### src/rtl/uart_pkg.sv
// Constants shared by the UART transmitter and receiver: default bit timing,
// line levels for start/stop bits, and the framing state machine encoding.
package uart_pkg;

   localparam int UART_CLKS_PER_BIT = 234;

   localparam logic UART_START_BIT = 1'b0;
   localparam logic UART_STOP_BIT  = 1'b1;

   localparam logic [2:0] ST_IDLE   = 3'd0;
   localparam logic [2:0] ST_START  = 3'd1;
   localparam logic [2:0] ST_DATA   = 3'd2;
   localparam logic [2:0] ST_PARITY = 3'd3;
   localparam logic [2:0] ST_STOP   = 3'd4;

   function automatic logic evenParity(input logic [7:0] b);
      return ^b;
   endfunction

endpackage

### src/rtl/uart_tx_fifo.sv
// Byte FIFO in front of the UART transmitter. The read data is the current
// head entry, so a pop consumes the byte that is visible on rdata_o.
module uart_tx_fifo #(
   parameter int DEPTH = 4
) (
   input  logic       clk,
   input  logic       rst,
   input  logic       push_i,
   input  logic [7:0] wdata_i,
   input  logic       pop_i,
   output logic [7:0] rdata_o,
   output logic       full_o,
   output logic       empty_o
);

   localparam int AW = $clog2(DEPTH);
   localparam int CW = AW + 1;

   logic [7:0]    mem_q [DEPTH];
   logic [AW-1:0] wrPtr_q;
   logic [AW-1:0] rdPtr_q;
   logic [CW-1:0] count_q;
   logic          pushEn;
   logic          popEn;

   // A push is refused while full even if the same edge pops, so the
   // writer never depends on the reader's timing.
   assign pushEn  = push_i && !full_o;
   assign popEn   = pop_i && !empty_o;
   assign full_o  = (count_q == CW'(DEPTH));
   assign empty_o = (count_q == '0);
   assign rdata_o = mem_q[rdPtr_q];

   always_ff @(posedge clk) begin
      if (rst) begin
         wrPtr_q <= '0;
         rdPtr_q <= '0;
         count_q <= '0;
      end else begin
         if (pushEn) begin
            wrPtr_q <= wrPtr_q + 1'b1;
         end
         if (popEn) begin
            rdPtr_q <= rdPtr_q + 1'b1;
         end
         case ({pushEn, popEn})
            2'b10:   count_q <= count_q + 1'b1;
            2'b01:   count_q <= count_q - 1'b1;
            default: count_q <= count_q;
         endcase
      end
   end

   always_ff @(posedge clk) begin
      if (pushEn) begin
         mem_q[wrPtr_q] <= wdata_i;
      end
   end

endmodule

### src/rtl/uart_tx.sv
// Buffered 8N1 UART transmitter. Defining UART_TX_PARITY_EN inserts an
// even-parity bit between the data bits and the stop bit (8E1 framing).
module uart_tx
   import uart_pkg::*;
#(
   parameter int CLKS_PER_BIT = UART_CLKS_PER_BIT,
   parameter int FIFO_DEPTH   = 4
) (
   input  logic       clk,
   input  logic       rst,
   input  logic [7:0] data,
   input  logic       data_valid,
   output logic       data_ready,
   output logic       tx_pin,
   output logic       busy,
   output logic       tx_done
);

   localparam int                CNT_W    = $clog2(CLKS_PER_BIT);
   localparam logic [CNT_W-1:0]  LAST_CNT = CNT_W'(CLKS_PER_BIT - 1);

   logic [2:0]       state_q,  state_d;
   logic [CNT_W-1:0] clkCnt_q, clkCnt_d;
   logic [2:0]       bitCnt_q, bitCnt_d;
   logic [7:0]       txByte_q, txByte_d;
   logic             txPin_q,  txPin_d;
   logic             txDone_q, txDone_d;

   logic             fifoPop;
   logic             fifoFull;
   logic             fifoEmpty;
   logic [7:0]       fifoData;
   logic             bitEnd;

   uart_tx_fifo #(
      .DEPTH(FIFO_DEPTH)
   ) uFifo (
      .clk     (clk),
      .rst     (rst),
      .push_i  (data_valid),
      .wdata_i (data),
      .pop_i   (fifoPop),
      .rdata_o (fifoData),
      .full_o  (fifoFull),
      .empty_o (fifoEmpty)
   );

   assign bitEnd     = (clkCnt_q == LAST_CNT);
   assign data_ready = !fifoFull;
   assign busy       = (state_q != ST_IDLE) || !fifoEmpty;
   assign tx_pin     = txPin_q;
   assign tx_done    = txDone_q;

   // The next line level is decided here and registered, so tx_pin changes
   // exactly on the edge that enters each bit.
   always_comb begin
      state_d  = state_q;
      clkCnt_d = (state_q == ST_IDLE || bitEnd) ? '0 : clkCnt_q + 1'b1;
      bitCnt_d = bitCnt_q;
      txByte_d = txByte_q;
      txPin_d  = txPin_q;
      txDone_d = 1'b0;
      fifoPop  = 1'b0;

      case (state_q)
         ST_IDLE: begin
            if (!fifoEmpty) begin
               fifoPop  = 1'b1;
               txByte_d = fifoData;
               txPin_d  = UART_START_BIT;
               state_d  = ST_START;
            end
         end
         ST_START: begin
            if (bitEnd) begin
               bitCnt_d = 3'd0;
               txPin_d  = txByte_q[0];
               state_d  = ST_DATA;
            end
         end
         ST_DATA: begin
            if (bitEnd) begin
               if (bitCnt_q == 3'd7) begin
                  bitCnt_d = 3'd0;
`ifdef UART_TX_PARITY_EN
                  txPin_d  = evenParity(txByte_q);
                  state_d  = ST_PARITY;
`else
                  txPin_d  = UART_STOP_BIT;
                  state_d  = ST_STOP;
`endif
               end else begin
                  bitCnt_d = bitCnt_q + 3'd1;
                  txPin_d  = txByte_q[bitCnt_q + 3'd1];
               end
            end
         end
`ifdef UART_TX_PARITY_EN
         ST_PARITY: begin
            if (bitEnd) begin
               txPin_d = UART_STOP_BIT;
               state_d = ST_STOP;
            end
         end
`endif
         ST_STOP: begin
            // A queued byte starts on the same edge the stop bit ends.
            if (bitEnd) begin
               txDone_d = 1'b1;
               if (!fifoEmpty) begin
                  fifoPop  = 1'b1;
                  txByte_d = fifoData;
                  txPin_d  = UART_START_BIT;
                  state_d  = ST_START;
               end else begin
                  txPin_d  = UART_STOP_BIT;
                  state_d  = ST_IDLE;
               end
            end
         end
         default: begin
            txPin_d = UART_STOP_BIT;
            state_d = ST_IDLE;
         end
      endcase
   end

   always_ff @(posedge clk) begin
      if (rst) begin
         state_q  <= ST_IDLE;
         clkCnt_q <= '0;
         bitCnt_q <= '0;
         txByte_q <= '0;
         txPin_q  <= UART_STOP_BIT;
         txDone_q <= 1'b0;
      end else begin
         state_q  <= state_d;
         clkCnt_q <= clkCnt_d;
         bitCnt_q <= bitCnt_d;
         txByte_q <= txByte_d;
         txPin_q  <= txPin_d;
         txDone_q <= txDone_d;
      end
   end

endmodule
### config.mk
export PLATFORM = sky130hd
export DESIGN_NAME = uart_tx
export DESIGN_NICKNAME = d
export VERILOG_FILES = /design/src/rtl/uart_pkg.sv /design/src/rtl/uart_tx_fifo.sv /design/src/rtl/uart_tx.sv
export SDC_FILE = /design/constraint.sdc
export NUM_CORES = 1
export LEC_CHECK = 0
export CAP_MARGIN = 10
export CORE_AREA = 2 2 88 90
export CTS_BUF_LIST = sky130_fd_sc_hd__clkbuf_8
export DETAILED_ROUTE_END_ITERATION = 8
export DIE_AREA = 0 0 90 92
export PLACE_DENSITY = 0.61
export SLEW_MARGIN = 15
export SYNTH_ARGS = -nofsm -noshare
export SYNTH_HDL_FRONTEND = slang
export SYNTH_SLANG_ARGS = --single-unit
### constraint.sdc
create_clock -name clk -period 4.3 [get_ports clk]
set_input_delay 1.075 -clock clk [delete_from_list [all_inputs] [get_ports clk]]
set_output_delay 1.075 -clock clk [all_outputs]
set_load 0.005 [all_outputs]
Yosys cells after proc, flatten, opt, wreduce, memory -nomap -nowiden
Memories as Yosys holds them, arrays and structs flattened. A register that Yosys moved wholly into a read port is not among the register bits.
Cells that the tools add are included.

operators by class
  add/sub/neg operators = 6
  magnitude comparators = 1
  equality and inequality tests = 13
  muxes and demuxes = 32
  bitwise gates (word level) = 1
  reduce and logical (&&, ||, !) cells = 18

operators with widths
  cell                   count
  $mux W3                8
  $mux W8                2
  $pmux W8 S2            1
  $mux W1                13
  $pmux W3 S2            2
  $pmux W3 S4            1
  $ne A2 B2 Y1 const B   5
  $eq A3 B3 Y1 const B   3
  $add A8 B1 Y8 const B  1
  $eq A8 B8 Y1 const B   1
  $add A3 B1 Y3 const B  2
  $logic_not A3 Y1       2
  $reduce_bool A2 Y1     3
  $reduce_and A5 Y1      1
  $add A2 B1 Y2 const B  2
  $lt A3 B4 Y1 const B   1
  $mux W2                2
  $pmux W1 S4            1
  $reduce_and A4 Y1      1
  $reduce_or A2 Y1       2
  $bmux W1 S3            1
  $eq A3 B1 Y1 const B   1
  $eq A3 B2 Y1 const B   1
  $reduce_and A3 Y1      1
  other kinds (10)       13

storage, ports and cells
  register bits = 31
  RAM bits = 32
  bits of input ports = 11
  output and inout port bits = 4
  word-level logic and storage cells = 81
  memories kept = 1

memory list
  name         words  bits a word  rd ports  clocked after memory_dff  write ports  RTL line            text
  uFifo.mem_q  4      8            1         1                         1            uart_tx_fifo.sv:19  logic [7:0] mem_q [DEPTH];

Depth between registers and ports, before layout
Gate-level depths: netlist (run 1).

  depth in word-level cells = 7
  mapped depth = 11
  depth with buffers taken out = 10

Hierarchy
From an unflattened synthesis (run 1), not the netlist that was laid out.

second synthesis, totals
  cells, all modules = 231
  area, all modules = 2894.0 µm²

modules (own cells, without submodules)
  module        instances  cells an instance  area each (µm²)  sequential area each (µm²)
  uart_tx_fifo  1          96                 1635.3           1141.1
  uart_tx       1          135                1258.7           480.5

Worst setup path before layout (run 1)
OpenSTA, ideal clock, no wires.

  kind = input port to flip-flop
  from = input data_valid
  to = register uFifo.count_q[2]
  library setup time = 0.070 ns
  arrival = 2.479 ns
  path slack = 1.751 ns
  cell stages on the path = 7
  path buffers = 0
  path through = and2_1 inv_1 ha_1 fa_1 xnor2_1 or3_1 a21oi_1

between the ends
  longest elaborated chain between the ends = 3
  elaborated cells on any way between the ends = 5
  those cells by class = eq/ne: 2; mux: 1; reduce/logical: 2

ends and longest elaborated chain
  what                                                      RTL line            text
  start, declared                                           uart_tx.sv:12       input logic data_valid,
  $logic_and A1 B1 Y1 *                                     uart_tx_fifo.sv:28  assign pushEn = push_i && !full_o;
  $eq A2 B1 Y1 / $eq A2 B2 Y1 (equally long branches)       uart_tx_fifo.sv:46  case ({pushEn, popEn})
  $pmux W3 S2 / $reduce_bool A2 Y1 (equally long branches)  -
  end signal, assigned                                      uart_tx_fifo.sv:47  2'b10: count_q <= count_q + 1'b1;
  end signal, assigned                                      uart_tx_fifo.sv:48  2'b01: count_q <= count_q - 1'b1;
  end signal, assigned                                      uart_tx_fifo.sv:49  default: count_q <= count_q;
  end, declared                                             uart_tx_fifo.sv:22  logic [CW-1:0] count_q;

Every way passes the cells marked *; elsewhere a longest branch is shown, timed or not.
A chain may end at the register's enable or synchronous reset.

Final worst setup path (run 1)
  from = register state_q[2]
  to = register uFifo.count_q[2]

between the ends
  longest elaborated chain between the ends = 5
  elaborated cells on any way between the ends = 8
  those cells by class = eq/ne: 3; mux: 2; reduce/logical: 3

ends and longest elaborated chain
  what                                                      RTL line            text
  start, declared                                           uart_tx.sv:22       logic [2:0] state_q, state_d;
  start signal, assigned                                    uart_tx.sv:137      state_q <= state_d;
  $eq A3 B3 Y1 / $logic_not A3 Y1 (equally long branches)   uart_tx.sv:65       case (state_q)
  $pmux W1 S2 *                                             uart_tx.sv:65
  $logic_and A1 B1 Y1 *                                     uart_tx_fifo.sv:29  assign popEn = pop_i && !empty_o;
  via uFifo.popEn                                           uart_tx_fifo.sv:24  logic popEn;
  $eq A2 B1 Y1 / $eq A2 B2 Y1 (equally long branches)       uart_tx_fifo.sv:46
  $pmux W3 S2 / $reduce_bool A2 Y1 (equally long branches)  -

Mark *: on every way through the listed nets, which the timed path passes. The rest lies on a longest branch.

==> results.sh, run 1 <==
export IMPL_outcome="finished, final reports clean"
export IMPL_finalWeightedCongestion=0.7992
export IMPL_vias=1730
export IMPL_async_flop_share_pct=0
export IMPL_finalCritPeriodShare_pct=66.56
export IMPL_power_frac_comb_pct=25.8
export IMPL_cp_required_ns=4.56
export IMPL_r2r_cells=8
export IMPL_placementRows=32
export IMPL_cts_hold_buf=0
export IMPL_clk_latency_ns=0.33
export IMPL_grtUsageMet2_pct=19.80
export IMPL_pwr_share_clk_pct=29.2
export IMPL_met1_usage_pct=16.81
export IMPL_max_slew_margin_rel_pct=54.75
export IMPL_detail_route_antenna_nets=0
export IMPL_die_area_um2=8280
export IMPL_syn_area_um2=2872
export IMPL_crit_path_end_kind="flip-flop"
export IMPL_overflow=0
export IMPL_ys_seq_area_share_pct=56.47
export IMPL_grt_pass1_wl_um=8211
export IMPL_setup_ws_ns=1.438
export IMPL_synthTopCellsByArea="edfxtp_1, dfxtp_1, mux4_2, ha_1, a21oi_1"
export IMPL_p_int_uw=1323
export IMPL_hold_start="bitCnt_q[1]"
export IMPL_cap_violations=0
export IMPL_drc=0
export IMPL_startpoint_type="flip-flop"
export IMPL_synth_edf_count=32
export IMPL_drv_slew=0
export IMPL_p_leak_uw=0.001090
export IMPL_die_h_um=92
export IMPL_dpl_hpwl_um=3352
export IMPL_hp_class="reg -> reg"
export IMPL_reg2reg_slack_ns=1.44
export IMPL_drt_iter0_markers=74
export IMPL_htreeDepth=3
export IMPL_dp_slack_ns=1.148
export IMPL_finalSetupViolations=0
export IMPL_timing_rr_end="uFifo.count_q[2]"
export IMPL_synth_cells=229
export IMPL_power_uw=1889
export IMPL_wl_um=4909
export IMPL_tightest_slew_ns=0.6750
export IMPL_min_period_ns=2.862
export IMPL_grt_usage_pct=12.95
export IMPL_cts_resized=0
export IMPL_grt_pass1_vias=1693
export IMPL_io_pins=15
export IMPL_wl_per_cell_um=14.03
export IMPL_cpMaxStageDelayCell="dfxtp_1"
export IMPL_synth_seq_cells=65
export IMPL_die_w_um=90
export IMPL_crit_type="reg -> reg"
export IMPL_worst_path_stages=8
export IMPL_cts_buffers_inserted=9
export IMPL_grt_max_degree=15
export IMPL_worst_hold_path_endpoint="bitCnt_q[1]"
export IMPL_routed_via_density=4.943
export IMPL_min_path_cells=2
export IMPL_cts_tree="done"
export IMPL_vdd_drop_max_v=0.0002560
export IMPL_root_buffer="clkbuf_8"
export IMPL_antenna_found_initial=0
export IMPL_power_density_nw_per_um2=579.2
export IMPL_path_delay_family="adder cells"
export IMPL_cts_setup_buffers=0
export IMPL_p_switching_uw=566.1
export IMPL_yosysTopAreaCell="edfxtp_1"
export IMPL_critPathMaxFanout=11
export IMPL_core_area_um2=7447
export IMPL_synth_flop_cell="dfxtp_1"
export IMPL_use_met3_pct=3.122
export IMPL_hold_viol_final=0
export IMPL_final_nets=264
export IMPL_finalSetupTns_ns=0
export IMPL_syn_mean_instance_area_um2=12.54
export IMPL_cpPeakStageDelay_ns=0.62
export IMPL_path_cells="inv_1 > a21oi_1 > nor2_1 > ha_1 > fa_1 > xnor2_1 > or3_1 > a21oi_1"
export IMPL_cp_common_cell="a21oi_1"
export IMPL_rsz0062_at_grt="false"
export IMPL_clock_path_buffers=2
export IMPL_gr_max_usage_layer="met2"
export IMPL_drtPass1Iterations=4
export IMPL_max_freq_mhz=349.4
export IMPL_synthDistinctLibCells=49
export IMPL_worstPathArrival_ns=3.12
export IMPL_port_buffer_count=14
export IMPL_clock_skew_ns=0.007484
export IMPL_path_buf_inv=1
export IMPL_num_antenna_cells=0
export IMPL_sw_frac_of_total_pct=29.96
export IMPL_cts_clk_slew_worst_paths_ns=0.07
export IMPL_timing_rr_start="state_q[2]"
export IMPL_power_frac_seq_pct=45.0
export IMPL_clock_sinks=65
export IMPL_synth_top_cell_area_share_pct=33.46
export IMPL_syn_to_final_growth_pct=13.59
export IMPL_initial_utilization_pct=38.56
export IMPL_ys_warn_count=0
export IMPL_synth_fp_nets=250
export IMPL_drive_gt1_share_pct=13.31
[stage by stage]
stage,hold WS (ns),instance area (µm²),utilization (%),cells
floorplan,0.4411,2872,-,229
finish,0.4793,3262,43.80,350
CTS,0.4807,3262,43.80,350
global placement,0.4635,3053,40.99,334
detailed placement,0.4681,3053,40.99,334
global route,0.4915,3262,43.80,350
[cells in the mapped netlist, types with 2 or more instances]
master    count
mux4_2        9
edfxtp_1     32
xnor2_1       7
o21ai_0      12
a21oi_1      15
o211ai_1      2
ha_1          9
nor3_2        2
nor2_1       19
a31oi_1       2
mux2i_1       4
clkbuf_8      3
nand4_1       2
clkbuf_1      3
and3_1        4
nand2b_1      3
nor2b_1       2
nor3_1        4
inv_1         9
buf_2         2
nand2_1       6
nand3_1      12
or3b_1        2
dfxtp_1      33
or3_1         3
buf_6         2
xor2_1        4
[placed cells by master (no fill, tap or decap), types with 3 or more instances in the layout]
| cell type | instances |
|---|---|
| a21oi_1 | 15 |
| and3_1 | 4 |
| clkbuf_8 | 9 |
| clkdlybuf4s50_1 | 14 |
| dfxtp_1 | 33 |
| edfxtp_1 | 32 |
| ha_1 | 9 |
| inv_1 | 9 |
| mux2i_1 | 4 |
| mux4_2 | 9 |
| nand2_1 | 6 |
| nand2b_1 | 3 |
| nand3_1 | 12 |
| nor2_1 | 19 |
| nor3_1 | 4 |
| o21ai_0 | 12 |
| or3_1 | 3 |
| xnor2_1 | 7 |
| xor2_1 | 4 |
[routing by layer]
metal / wire length, µm / vias up
met2: 2279 / 27
li1: - / 875
met5: 0 / -
met3: 143 / 10
met1: 2381 / 818
met4: 104 / 0
[worst max path at each step]
stage | start | to
final | state_q[2] | uFifo.count_q[2]
after global routing | clkCnt_q[1] | uFifo.count_q[2]
after floorplan | data_valid | uFifo.count_q[2]
after detailed placement | data_valid | uFifo.count_q[2]
after global placement | data_valid | uFifo.count_q[2]
after CTS | state_q[2] | uFifo.count_q[2]
[cell families after synthesis]
family,count (synthesis),synth area share [%]
flip-flops,65,56.47
AND/OR/NAND/NOR,68,13.46
AO/OA/AOI/OAI,41,9.194
multiplexers,13,8.453
buffers and inverters,21,4.444
adder cells (fa/ha/maj),10,4.619
XOR/XNOR,11,3.355
[power by group through the flow]
stage,logic [µW],registers (µW),clock network (µW)
2_1_floorplan,425,810,0
3_3_place_gp,487,862,0
3_5_place_dp,493,866,0
4_1_cts,493,853,564
5_1_grt,547,870,593
6_report,488,850,551
[area by class of cell]
cell class	count	area, µm²
inverters	9	33.78
clock inverters	7	85.08
multi-input cells	143	1122
clock buffers	9	123.9
well taps	102	127.6
repair buffers	15	147.6
fillers	720	4185
flip-flops and latches	65	1622
[state kept, by name (all words and copies together) (netlist names), named ones only]
name,flops
uFifo.mem_q,32
clkCnt_q,8
txByte_q,8
bitCnt_q,3
state_q,3
uFifo.count_q,3
uFifo.rdPtr_q,2
uFifo.wrPtr_q,2
tx_done,1
tx_pin,1
[worst min-delay path: cells and delay by family (launching register included)]
family,cells,cell delay [ns]
flops,1,0.32
simple gates,1,0.07
compound gates,1,0.05
(Power assumes the default switching activity.)
==> run 2, diff against run 1 <==
PLACE_DENSITY = 0.63   (was 0.61)
clock period = 2.6 ns   (was 4.3 ns; I/O delays follow)
==> run 2 against run 1 <==
Against the previous run:
- critical path depth shrank 5
- largest cell class unchanged
- worst setup slack lost 1.2 ns
- register-to-register slack lost 1.2 ns
- sequential power grew 66%
- hold slack is essentially flat
- combinational power grew 82%
- total power grew 71%
==> results.sh, run 2 (same netlist as run 1, synthesis figures left out) <==
export IMPL_fill_cells=680
export IMPL_power_frac_seq_pct=43.5
export IMPL_cp_required_ns=1.95
export IMPL_port_buffer_count=14
export IMPL_die_area_um2=8280
export IMPL_cts_hold_buf=0
export IMPL_tightest_slew_ns=0.5255
export IMPL_p_int_uw=2256
export IMPL_stdcell_count=358
export IMPL_layout_commonest_cell="dfxtp_1"
export IMPL_overflow=0
export IMPL_grt_pass1_vias=1788
export IMPL_clock_sinks=65
export IMPL_min_period_ns=2.391
export IMPL_routed_via_density=5.045
export IMPL_cts_setup_buffers=0
export IMPL_antenna_found_initial=0
export IMPL_max_freq_mhz=418.3
export IMPL_detail_route_antenna_nets=0
export IMPL_grt_usage_pct=13.54
export IMPL_die_w_um=90
export IMPL_power_frac_comb_pct=27.4
export IMPL_crit_path_end_kind="output port"
export IMPL_clock_path_buffers=2
export IMPL_finalWeightedCongestion=0.8056
export IMPL_htreeDepth=3
export IMPL_drv_slew=0
export IMPL_startpoint_type="flip-flop"
export IMPL_max_slew_margin_rel_pct=64.92
export IMPL_placementRows=32
export IMPL_cts_clk_slew_worst_paths_ns=0.08
export IMPL_vdd_drop_max_v=0.0005562
export IMPL_sw_frac_of_total_pct=30.30
export IMPL_cts_buffers_inserted=9
export IMPL_critPathMaxFanout=11
export IMPL_num_antenna_cells=0
export IMPL_reg_top3="uFifo.mem_q: 32 flops, clkCnt_q: 8 flops, txByte_q: 8 flops"
export IMPL_hp_class="reg -> reg"
export IMPL_cap_violations=0
export IMPL_rsz0062_at_grt="false"
export IMPL_finalSetupViolations=0
export IMPL_pwr_share_clk_pct=29.1
export IMPL_io_pins=15
export IMPL_wl_per_cell_um=13.89
export IMPL_worstPathArrival_ns=1.74
export IMPL_p_leak_uw=0.001125
export IMPL_cts_tree="done"
export IMPL_drc=0
export IMPL_die_h_um=92
export IMPL_grt_pass1_wl_um=8562
export IMPL_largest_register="uFifo.mem_q"
export IMPL_drtPass1Iterations=5
export IMPL_power_density_nw_per_um2=970.2
export IMPL_place_inst=342
export IMPL_p_switching_uw=980.5
export IMPL_initial_utilization_pct=38.56
export IMPL_core_area_um2=7447
export IMPL_final_nets=272
export IMPL_root_buffer="clkbuf_8"
export IMPL_largest_reg_flops=32
export IMPL_grt_max_degree=26
export IMPL_clk_latency_ns=0.35
export IMPL_outcome="finished, final reports clean"
export IMPL_vias=1806
export IMPL_hold_viol_final=0
export IMPL_syn_to_final_growth_pct=16.17
export IMPL_crit_type="reg -> out"
export IMPL_clock_skew_ns=0.009220
export IMPL_cts_resized=0
export IMPL_finalCritPeriodShare_pct=91.96
export IMPL_dpl_hpwl_um=3425
export IMPL_drive_gt1_share_pct=16.80
export IMPL_finalSetupTns_ns=0
export IMPL_drt_iter0_markers=104
export IMPL_mostFrequentLayoutCells="dfxtp_1, edfxtp_1, nor2_1"
export IMPL_wl_um=4974
[run 2: changes by cell type in the layout (fill, tap and decap cells not counted), sizes merged]
cell	before	now
buf	1	9
clkinvlp	1	3
clkinv	4	2
[run 2: critical path, cell delays in order (launching register included)]
cell and delay [ns]:
dfxtp_1 0.44, nor3_1 0.33, nand2_1 0.16, clkdlybuf4s50_1 0.48
[run 2: worst paths after layout]
path,start,to,slack (ns),cells past startpoint
min,bitCnt_q[1],bitCnt_q[1],0.48,2
min reg2reg,bitCnt_q[1],bitCnt_q[1],0.48,2
max,state_q[1],busy,0.21,3
max reg2reg,clkCnt_q[1],uFifo.count_q[2],0.23,10
[run 2: final cells by class]
type                    instances  area [µm²]  area share, %
well taps                     102       127.6          3.826
repair buffers                 23       207.7          6.227
inverters                       9       33.78          1.013
clock inverters                 7       95.09          2.851
clock buffers                   9       123.9          3.713
flip-flops and latches         65        1622          48.61
multi-input cells             143        1126          33.76
[run 2: metrics by stage]
| stage | cell area, µm² | hold slack [ns] | utilization [%] | worst slack, ns | power, µW |
|---|---|---|---|---|---|
| floorplan | 2872 | 0.4411 | - | 0.1435 | 2044 |
| global placement | 3113 | 0.4612 | 41.80 | 0.008869 | 2305 |
| detailed placement | 3113 | 0.4718 | 41.80 | -0.02334 | 2328 |
| CTS | 3332 | 0.4821 | 44.74 | 0.1615 | 3277 |
| global route | 3336 | 0.5009 | 44.79 | 0.02738 | 3454 |
| finish | 3336 | 0.4794 | 44.79 | 0.2091 | 3236 |
[run 2: metal layers]
layer	vias up	wire (µm)	track usage (%)
li1	891	-	-
met1	853	2287	16.86
met2	47	2298	20.80
met3	15	244	4.026
met4	0	143	8.205
met5	-	0	0
[run 2: power groups by stage]
stage,clock [µW],combinational [µW],sequential [µW]
2_1_floorplan,0,703,1340
5_1_grt,1010,1010,1440
3_5_place_dp,0,891,1440
6_report,941,887,1410
4_1_cts,967,896,1410
3_3_place_gp,0,877,1430
